$ cat config.mk
export PLATFORM = sky130hd
export DESIGN_NAME = alu_operand_sequencer
export DESIGN_NICKNAME = d
export VERILOG_FILES = /design/src/rtl/alu_operand_sequencer.sv
export SDC_FILE = /design/constraint.sdc
export NUM_CORES = 1
export LEC_CHECK = 0
export CAP_MARGIN = 30
export CORE_MARGIN = 3
export CORE_UTILIZATION = 40
export CTS_CLUSTER_SIZE = 12
export DETAILED_ROUTE_END_ITERATION = 10
export PLACE_DENSITY = 0.67
export SLEW_MARGIN = 10
export SYNTH_ARGS = -nofsm -noshare
export SYNTH_HDL_FRONTEND = slang
export SYNTH_SLANG_ARGS = --single-unit
$ cat constraint.sdc
create_clock -name clk -period 3.85 [get_ports clk]
set_input_delay 1.155 -clock clk [delete_from_list [all_inputs] [get_ports clk]]
set_output_delay 1.155 -clock clk [all_outputs]
set_load 0.05 [all_outputs]
$ cat src/rtl/alu_operand_sequencer.sv
// ALU operand sequencer: walks one arithmetic request through operand load,
// ALU evaluate and an optional high-byte fix-up pass for indexed addressing.
// All outputs are registered and computed from the state being entered.
module alu_operand_sequencer #(
  parameter int EXEC_CYCLES = 1
) (
  input  logic       clk,
  input  logic       rst,
  input  logic       req_VALID,
  output logic       req_READY,
  input  logic [2:0] req_OP,
  input  logic       req_CARRY_IN,
  input  logic       aluCarry_IN,
  input  logic       abort_IN,
  input  logic       done_ACK,
  output logic       bDataBus_EN,
  output logic       bDataBusInvert_EN,
  output logic       bAddressLow_EN,
  output logic       aSysBus_EN,
  output logic       aZero_EN,
  output logic [1:0] aluOp_OUT,
  output logic       aluCarry_OUT,
  output logic       aluStrobe_OUT,
  output logic       pageCross_OUT,
  output logic       done_VALID,
  output logic       error_OUT,
  output logic       busy_OUT
);

  // Out-of-range strobe lengths collapse to a single cycle.
  localparam int         LAST_I   = ((EXEC_CYCLES >= 1) && (EXEC_CYCLES <= 4)) ? (EXEC_CYCLES - 1) : 0;
  localparam logic [1:0] LAST_CNT = LAST_I[1:0];

  localparam logic [2:0] OP_ADD = 3'd0;
  localparam logic [2:0] OP_SUB = 3'd1;
  localparam logic [2:0] OP_CMP = 3'd2;
  localparam logic [2:0] OP_IDX = 3'd3;
  localparam logic [2:0] OP_INC = 3'd4;

  typedef enum logic [2:0] {
    S_IDLE     = 3'd0,
    S_LOAD     = 3'd1,
    S_EXEC     = 3'd2,
    S_FIX_LOAD = 3'd3,
    S_FIX_EXEC = 3'd4,
    S_DONE     = 3'd5
  } state_t;

  state_t     state_r;
  logic [1:0] cnt_r;
  logic       idx_r;
  logic       carry_r;

  // Operand-load select pattern {bDataBus, bDataBusInvert, bAddressLow, aSysBus, aZero}.
  function automatic logic [4:0] load_sel(input logic [2:0] op);
    case (op)
      OP_ADD:  load_sel = 5'b10010;
      OP_SUB:  load_sel = 5'b01010;
      OP_CMP:  load_sel = 5'b01010;
      OP_IDX:  load_sel = 5'b00110;
      OP_INC:  load_sel = 5'b10001;
      default: load_sel = 5'b00000;
    endcase
  endfunction

  // ALU carry-in for the first pass: CMP/INC force 1, IDX forces 0.
  function automatic logic load_carry(input logic [2:0] op, input logic cin);
    case (op)
      OP_ADD:  load_carry = cin;
      OP_SUB:  load_carry = cin;
      OP_CMP:  load_carry = 1'b1;
      OP_IDX:  load_carry = 1'b0;
      OP_INC:  load_carry = 1'b1;
      default: load_carry = 1'b0;
    endcase
  endfunction

  // Sequencer state machine with registered outputs for the state being entered.
  always_ff @(posedge clk) begin
    if (rst) begin
      state_r           <= S_IDLE;
      cnt_r             <= 2'd0;
      idx_r             <= 1'b0;
      carry_r           <= 1'b0;
      req_READY         <= 1'b1;
      bDataBus_EN       <= 1'b0;
      bDataBusInvert_EN <= 1'b0;
      bAddressLow_EN    <= 1'b0;
      aSysBus_EN        <= 1'b0;
      aZero_EN          <= 1'b0;
      aluOp_OUT         <= 2'd0;
      aluCarry_OUT      <= 1'b0;
      aluStrobe_OUT     <= 1'b0;
      pageCross_OUT     <= 1'b0;
      done_VALID        <= 1'b0;
      error_OUT         <= 1'b0;
      busy_OUT          <= 1'b0;
    end else if (abort_IN && (state_r != S_IDLE)) begin
      // Abort takes priority over everything, including done_ACK.
      state_r           <= S_IDLE;
      cnt_r             <= 2'd0;
      idx_r             <= 1'b0;
      carry_r           <= 1'b0;
      req_READY         <= 1'b1;
      bDataBus_EN       <= 1'b0;
      bDataBusInvert_EN <= 1'b0;
      bAddressLow_EN    <= 1'b0;
      aSysBus_EN        <= 1'b0;
      aZero_EN          <= 1'b0;
      aluOp_OUT         <= 2'd0;
      aluCarry_OUT      <= 1'b0;
      aluStrobe_OUT     <= 1'b0;
      pageCross_OUT     <= 1'b0;
      done_VALID        <= 1'b0;
      error_OUT         <= 1'b0;
      busy_OUT          <= 1'b0;
    end else begin
      // Per-cycle strobes default low; pageCross_OUT holds until DONE is left.
      req_READY         <= 1'b0;
      bDataBus_EN       <= 1'b0;
      bDataBusInvert_EN <= 1'b0;
      bAddressLow_EN    <= 1'b0;
      aSysBus_EN        <= 1'b0;
      aZero_EN          <= 1'b0;
      aluOp_OUT         <= 2'd0;
      aluCarry_OUT      <= 1'b0;
      aluStrobe_OUT     <= 1'b0;
      done_VALID        <= 1'b0;
      error_OUT         <= 1'b0;
      busy_OUT          <= 1'b1;
      case (state_r)
        S_IDLE: begin
          if (req_VALID && req_READY && (req_OP <= OP_INC)) begin
            state_r      <= S_LOAD;
            idx_r        <= (req_OP == OP_IDX);
            carry_r      <= load_carry(req_OP, req_CARRY_IN);
            aluCarry_OUT <= load_carry(req_OP, req_CARRY_IN);
            {bDataBus_EN, bDataBusInvert_EN, bAddressLow_EN, aSysBus_EN, aZero_EN} <= load_sel(req_OP);
          end else if (req_VALID && req_READY) begin
            // Illegal op: complete the handshake, flag it, stay idle.
            error_OUT <= 1'b1;
            req_READY <= 1'b1;
            busy_OUT  <= 1'b0;
          end else begin
            req_READY <= 1'b1;
            busy_OUT  <= 1'b0;
          end
        end
        S_LOAD: begin
          state_r       <= S_EXEC;
          cnt_r         <= 2'd0;
          aluStrobe_OUT <= 1'b1;
          aluCarry_OUT  <= carry_r;
        end
        S_EXEC: begin
          if ((cnt_r == LAST_CNT) && idx_r && aluCarry_IN) begin
            // Low-byte add carried out: increment the high byte.
            state_r       <= S_FIX_LOAD;
            pageCross_OUT <= 1'b1;
            bDataBus_EN   <= 1'b1;
            aZero_EN      <= 1'b1;
            aluCarry_OUT  <= 1'b1;
          end else if (cnt_r == LAST_CNT) begin
            state_r    <= S_DONE;
            done_VALID <= 1'b1;
          end else begin
            cnt_r         <= cnt_r + 2'd1;
            aluStrobe_OUT <= 1'b1;
            aluCarry_OUT  <= carry_r;
          end
        end
        S_FIX_LOAD: begin
          state_r       <= S_FIX_EXEC;
          cnt_r         <= 2'd0;
          aluStrobe_OUT <= 1'b1;
          aluCarry_OUT  <= 1'b1;
        end
        S_FIX_EXEC: begin
          if (cnt_r == LAST_CNT) begin
            state_r    <= S_DONE;
            done_VALID <= 1'b1;
          end else begin
            cnt_r         <= cnt_r + 2'd1;
            aluStrobe_OUT <= 1'b1;
            aluCarry_OUT  <= 1'b1;
          end
        end
        S_DONE: begin
          if (done_ACK) begin
            state_r       <= S_IDLE;
            pageCross_OUT <= 1'b0;
            req_READY     <= 1'b1;
            busy_OUT      <= 1'b0;
          end else begin
            done_VALID <= 1'b1;
          end
        end
        default: begin
          state_r       <= S_IDLE;
          pageCross_OUT <= 1'b0;
          req_READY     <= 1'b1;
          busy_OUT      <= 1'b0;
        end
      endcase
    end
  end

endmodule
# Word-level counts from Yosys, hierarchy flattened
# Index checks and enable logic that the tools add are counted.
# totals
reg_bits	19
wordCells	92
input_bits	10
out_inout_bits	14
# op_classes
eq_ne	13
n_reduce_logical	23
n_mux	35
bitwise_logic	3
magnitude_cmp	1
n_addsub	1
# op_table
cell	n
$pmux W5 S4	1
$pmux W3 S6	1
$mux W1	17
$reduce_or A4 Y1	4
$pmux W1 S3	5
$eq A3 B2 Y1 const B	4
$mux W3	4
$reduce_or A2 Y1	5
$eq A3 B3 Y1 const B	3
$ne A2 B2 Y1 const B	4
$eq A3 B1 Y1 const B	2
$logic_not A3 Y1	2
$pmux W1 S2	3
$pmux W2 S3	1
$reduce_and A2 Y1	3
$reduce_bool A3 Y1	2
$logic_and A1 B1 Y1	5
$pmux W1 S5	1
$mux W2	2
$le A3 B3 Y1 const B	1
$not A1 Y1	3
$reduce_and A3 Y1	1
$add A2 B1 Y2 const B	1
$logic_not A2 Y1	1

# Depth between registers and ports, before layout
# depth
depth_word	5
mapped_depth	7

# Worst setup path after synthesis
# No wires, ideal clock.
# synth_timing
kind	input -> register
from	in req_OP[1]
to	reg aluCarry_OUT
setup_ps	86
cell_stages	4
arrival_time_ps	1890
slack_ps	1874
cell_sequence	o21ai_0 > nor2b_1 > o211ai_1 > a211oi_1
# synth_via
elab_chain_cells	5
word_cells_on_any_way	11
# synth_lines
item	line	source
start, declared	11	input logic [2:0] req_OP,
$eq A3 B3 Y1 (tied with other cells)	68	case (op)
$reduce_or A2 Y1 (no line)	-	
$pmux W1 S2	68	
$mux W1 (*)	133	if (req_VALID && req_READY && (req_OP <= OP_INC)) begin
$pmux W1 S5 (*)	131	case (state_r)
end signal, assigned	137	aluCarry_OUT <= load_carry(req_OP, req_CARRY_IN);
end signal, assigned	153	aluCarry_OUT <= carry_r;
end signal, assigned	169	aluCarry_OUT <= carry_r;
end, declared	22	output logic aluCarry_OUT,
# Every way passes the cells marked *; elsewhere a longest branch is shown, timed or not.
# A chain may end at the register's enable or synchronous reset.

# Worst setup path after layout
# layout_timing
from	reg req_READY
to	out req_READY
# layout_lines
item	line	source
start, declared	10	output logic req_READY,
start signal, assigned	85	req_READY <= 1'b1;
start signal, assigned	104	req_READY <= 1'b1;
start signal, assigned	119	req_READY <= 1'b0;
# No word-level cell between the ends.

==> load_flow_metrics.sql <==
INSERT INTO impl_metrics (metric_group, metric, value, unit) VALUES
('clock_tree', 'clock_latency', '0.30', 'ns'),
('power', 'design_power_total', '0.476', 'mW'),
('finish', 'stdcell_area', '0.00119', 'mm²'),
('finish', 'final.fill_count', '236', ''),
('placement', 'dp_hpwl', '1560', 'µm'),
('clock_tree', 'cts.repair.resized', '0', ''),
('power', 'power.density_cell_area', '400', 'mW/mm²'),
('route', 'first_iter_violations', '16', ''),
('power', 'power.static_leakage', '0.454', 'nW'),
('grt', 'wire_length_of_the_first_global_routing_pass', '3500', 'µm'),
('setup_path', 'crit_fanout', '3', ''),
('run_status', 'run_status', 'finished, final reports clean', ''),
('clock_tree', 'cts_max_path_buffers', '2', ''),
('floorplan', 'floorplan.rows', '17', ''),
('finish', 'area_growth', '22.1', '%'),
('finish', 'multiInputGateArea', '518', 'µm²'),
('timing', 'final_worst_path_cycle_share', '68.7', '%'),
('finish', 'area.sequential', '380', 'µm²'),
('placement', 'finalWeightedCongestion', '0.749', ''),
('synth', 'synth.yosys.warnings', '0', ''),
('floorplan', 'core-area', '0.00225', 'mm²'),
('route', 'detail_route.vias_per_cell', '5.39', ''),
('synth', 'yosys.area.top_type', 'sky130_fd_sc_hd__dfxtp_1', ''),
('clock_tree', 'ctsHtreeMaxLevel', '1', ''),
('finish', 'drive_above_1_share', '4.51', '%'),
('grt', 'globalRoute.totalOverflow', '0', ''),
('floorplan', 'design.die.area', '0.00306', 'mm²'),
('placement', 'pre_cts_slack', '1.22', 'ns'),
('min_path', 'min_path_cells', '1', ''),
('grt', 'grt_antenna_before_repair', '0', ''),
('synth', 'post_synth_main_area_contributors', 'sky130_fd_sc_hd__dfxtp_1 (39%), sky130_fd_sc_hd__a21oi_1 (5.1%), sky130_fd_sc_hd__nand2b_1 (3.9%)', ''),
('timing', 'postLayoutSetupSlackWorst', '1.20', 'ns'),
('setup_path', 'crit_chain', 'clkdlybuf4s50_1', ''),
('route', 'drtPass1Iterations', '4', ''),
('finish', 'nNetsFinal', '145', ''),
('clock_tree', 'tritoncts', 'built', ''),
('setup_path', 'reg2regPathDepth', '4', ''),
('route', 'drt-wirelength-per-cell', '13.1', 'µm'),
('setup_path', 'worst_path_max_delay_cell', 'sky130_fd_sc_hd__clkdlybuf4s50_1', ''),
('setup_path', 'cp_data_required_time', '2.69', 'ns'),
('synth', 'seq_area_frac_synth', '39.1', '%'),
('floorplan', 'start_util', '43.2', '%'),
('run', 'max-cap-violations', '0', ''),
('route', 'antenna_violating_nets_post_route', '0', ''),
('route', 'post-route-drc-count', '0', ''),
('placement', 'placement.cell_area', '0.00116', 'mm²'),
('setup_path', 'critPathTopFamily', 'buffers and inverters', ''),
('grt', 'grt_max_degree', '19', ''),
('clock_tree', 'clockRootBuffer', 'sky130_fd_sc_hd__clkbuf_4', ''),
('synth', 'dominantRegCellSynth', 'sky130_fd_sc_hd__dfxtp_1', ''),
('setup_path', 'worstPathArrival', '1.49', 'ns'),
('synth', 'netlist_instances', '115', ''),
('setup_path', 'critPathBufInv', '1', ''),
('synth', 'synth_area', '973', 'µm²'),
('timing', 'finalClockSkew', '0.00830', 'ns'),
('synth', 'synth_area_per_inst', '8.46', 'µm²'),
('timing', 'holdWs', '0.484', 'ns'),
('timing', 'rsz_0062_raised_after_global_routing', 'false', ''),
('synth', 'synthArstFlopShare', '0', '%'),
('timing', 'max-slew-margin-rel', '62.2', '%'),
('synth', 'number_of_synthesized_register_bits', '19', ''),
('setup_path', 'cp_slowest_stage_delay', '0.83', 'ns'),
('route', 'routed_wl', '2120', 'µm'),
('timing', 'setup-tns-final', '0', 'ns'),
('synth', 'synth-edff-count', '0', ''),
('grt', 'track_usage', '14.3', '%'),
('setup_path', 'logic_depth_of_the_worst_path_buffers_included', '1', ''),
('synth', 'yosys.cell_types.count', '39', ''),
('timing', 'timing_worst_slew_pin_value', '0.566', 'ns'),
('setup_path', 'setup.worst_path.end_class', 'output pin', ''),
('timing', 'finalSetupViolCount', '0', '');
==> layout by cell type (no fill, tap or decap), types with 3 or more instances in the layout <==
| master | netlist | final |
|---|---|---|
| sky130_fd_sc_hd__nand2b_1 | 6 | 6 |
| sky130_fd_sc_hd__nor3_1 | 3 | 3 |
| sky130_fd_sc_hd__nor2_1 | 10 | 10 |
| sky130_fd_sc_hd__and2_1 | 3 | 3 |
| sky130_fd_sc_hd__inv_1 | 5 | 5 |
| sky130_fd_sc_hd__nand2_1 | 6 | 6 |
| sky130_fd_sc_hd__clkdlybuf4s50_1 | 0 | 21 |
| sky130_fd_sc_hd__clkbuf_4 | 0 | 3 |
| sky130_fd_sc_hd__a211oi_1 | 3 | 3 |
| sky130_fd_sc_hd__nand3_1 | 4 | 4 |
| sky130_fd_sc_hd__a21oi_1 | 10 | 10 |
| sky130_fd_sc_hd__o21ai_0 | 7 | 7 |
| sky130_fd_sc_hd__o21a_1 | 3 | 3 |
| sky130_fd_sc_hd__dfxtp_1 | 19 | 19 |
==> metal layers <==
metal	part of all wire, %	GRT usage (%)	up-vias
li1	-	-	444
met1	48	19.4	399
met2	46	20.9	20
met3	5.2	4.91	5
met4	1.5	5.21	0
met5	0	0	-
==> final timing paths <==
| path | startpoint | endpoint | slack, ns |
|---|---|---|---|
| worst min register to register | pageCross_OUT$_SDFFE_PP0P_ | pageCross_OUT$_SDFFE_PP0P_ | 0.48 |
| worst min-delay path | pageCross_OUT$_SDFFE_PP0P_ | pageCross_OUT$_SDFFE_PP0P_ | 0.48 |
| worst max-delay path | req_READY$_SDFF_PP1_ | req_READY | 1.20 |
| worst max register to register | state_r[2]$_SDFFE_PP0P_ | idx_r$_SDFFE_PP0P_ | 2.01 |
==> state kept, by name, summed over array words and instances, names as in the netlist <==
register	count
aSysBus_EN	1
bDataBusInvert_EN	1
bDataBus_EN	1
aluCarry_OUT	1
req_READY	1
carry_r	1
pageCross_OUT	1
aZero_EN	1
cnt_r	2
done_VALID	1
error_OUT	1
busy_OUT	1
state_r	3
idx_r	1
aluStrobe_OUT	1
bAddressLow_EN	1
==> area by class of cell <==
type / count / share of cell area (%)
multi-input cells: 84 / 43.6
flip-flops and latches: 19 / 32.0
repair buffers: 21 / 17.7
well taps: 28 / 2.95
clock buffers: 4 / 2.21
inverters: 5 / 1.58
==> worst register-to-register path, delay by kind of cell (launching register included) <==
kind            cells  cell delay (ns)
flops               1             0.69
simple gates        2             0.46
compound gates      2             0.61
==> cell usage after synthesis, types with 2 or more instances <==
cell type                  number
sky130_fd_sc_hd__dfxtp_1       19
sky130_fd_sc_hd__a21oi_1       10
sky130_fd_sc_hd__nor2_1        10
sky130_fd_sc_hd__o21ai_0        7
sky130_fd_sc_hd__nand2_1        6
sky130_fd_sc_hd__nand2b_1       6
sky130_fd_sc_hd__inv_1          5
sky130_fd_sc_hd__nand3_1        4
sky130_fd_sc_hd__a211oi_1       3
sky130_fd_sc_hd__and2_1         3
sky130_fd_sc_hd__buf_6          3
sky130_fd_sc_hd__clkbuf_1       3
sky130_fd_sc_hd__nor3_1         3
sky130_fd_sc_hd__o21a_1         3
sky130_fd_sc_hd__a21o_1         2
sky130_fd_sc_hd__buf_4          2
sky130_fd_sc_hd__mux2i_1        2
sky130_fd_sc_hd__nor2b_1        2
sky130_fd_sc_hd__o31a_1         2
==> metrics by stage <==
step                      std cells  util [%]
final                           161      52.7
after floorplan                 116         -
after CTS                       161      52.7
after global placement          157      51.6
after detailed placement        157      51.6
after global routing            161      52.7
==> report_power, final <==
| group | switching, mW | internal (mW) |
|---|---|---|
| sequential | 0.0200 | 0.213 |
| combinational | 0.0895 | 0.0537 |
| clock | 0.0593 | 0.0404 |
| total | 0.169 | 0.307 |
==> logic make-up after synthesis <==
family / Yosys count / synth area share, %
AND/OR/NAND/NOR: 43 / 24.7
buffers and inverters: 13 / 8.10
other: 1 / 0.385
flip-flops: 19 / 39.1
multiplexers: 2 / 2.06
AO/OA/AOI/OAI: 36 / 24.4
adder cells (fa/ha/maj): 1 / 1.29
(Power assumes the default switching activity.)
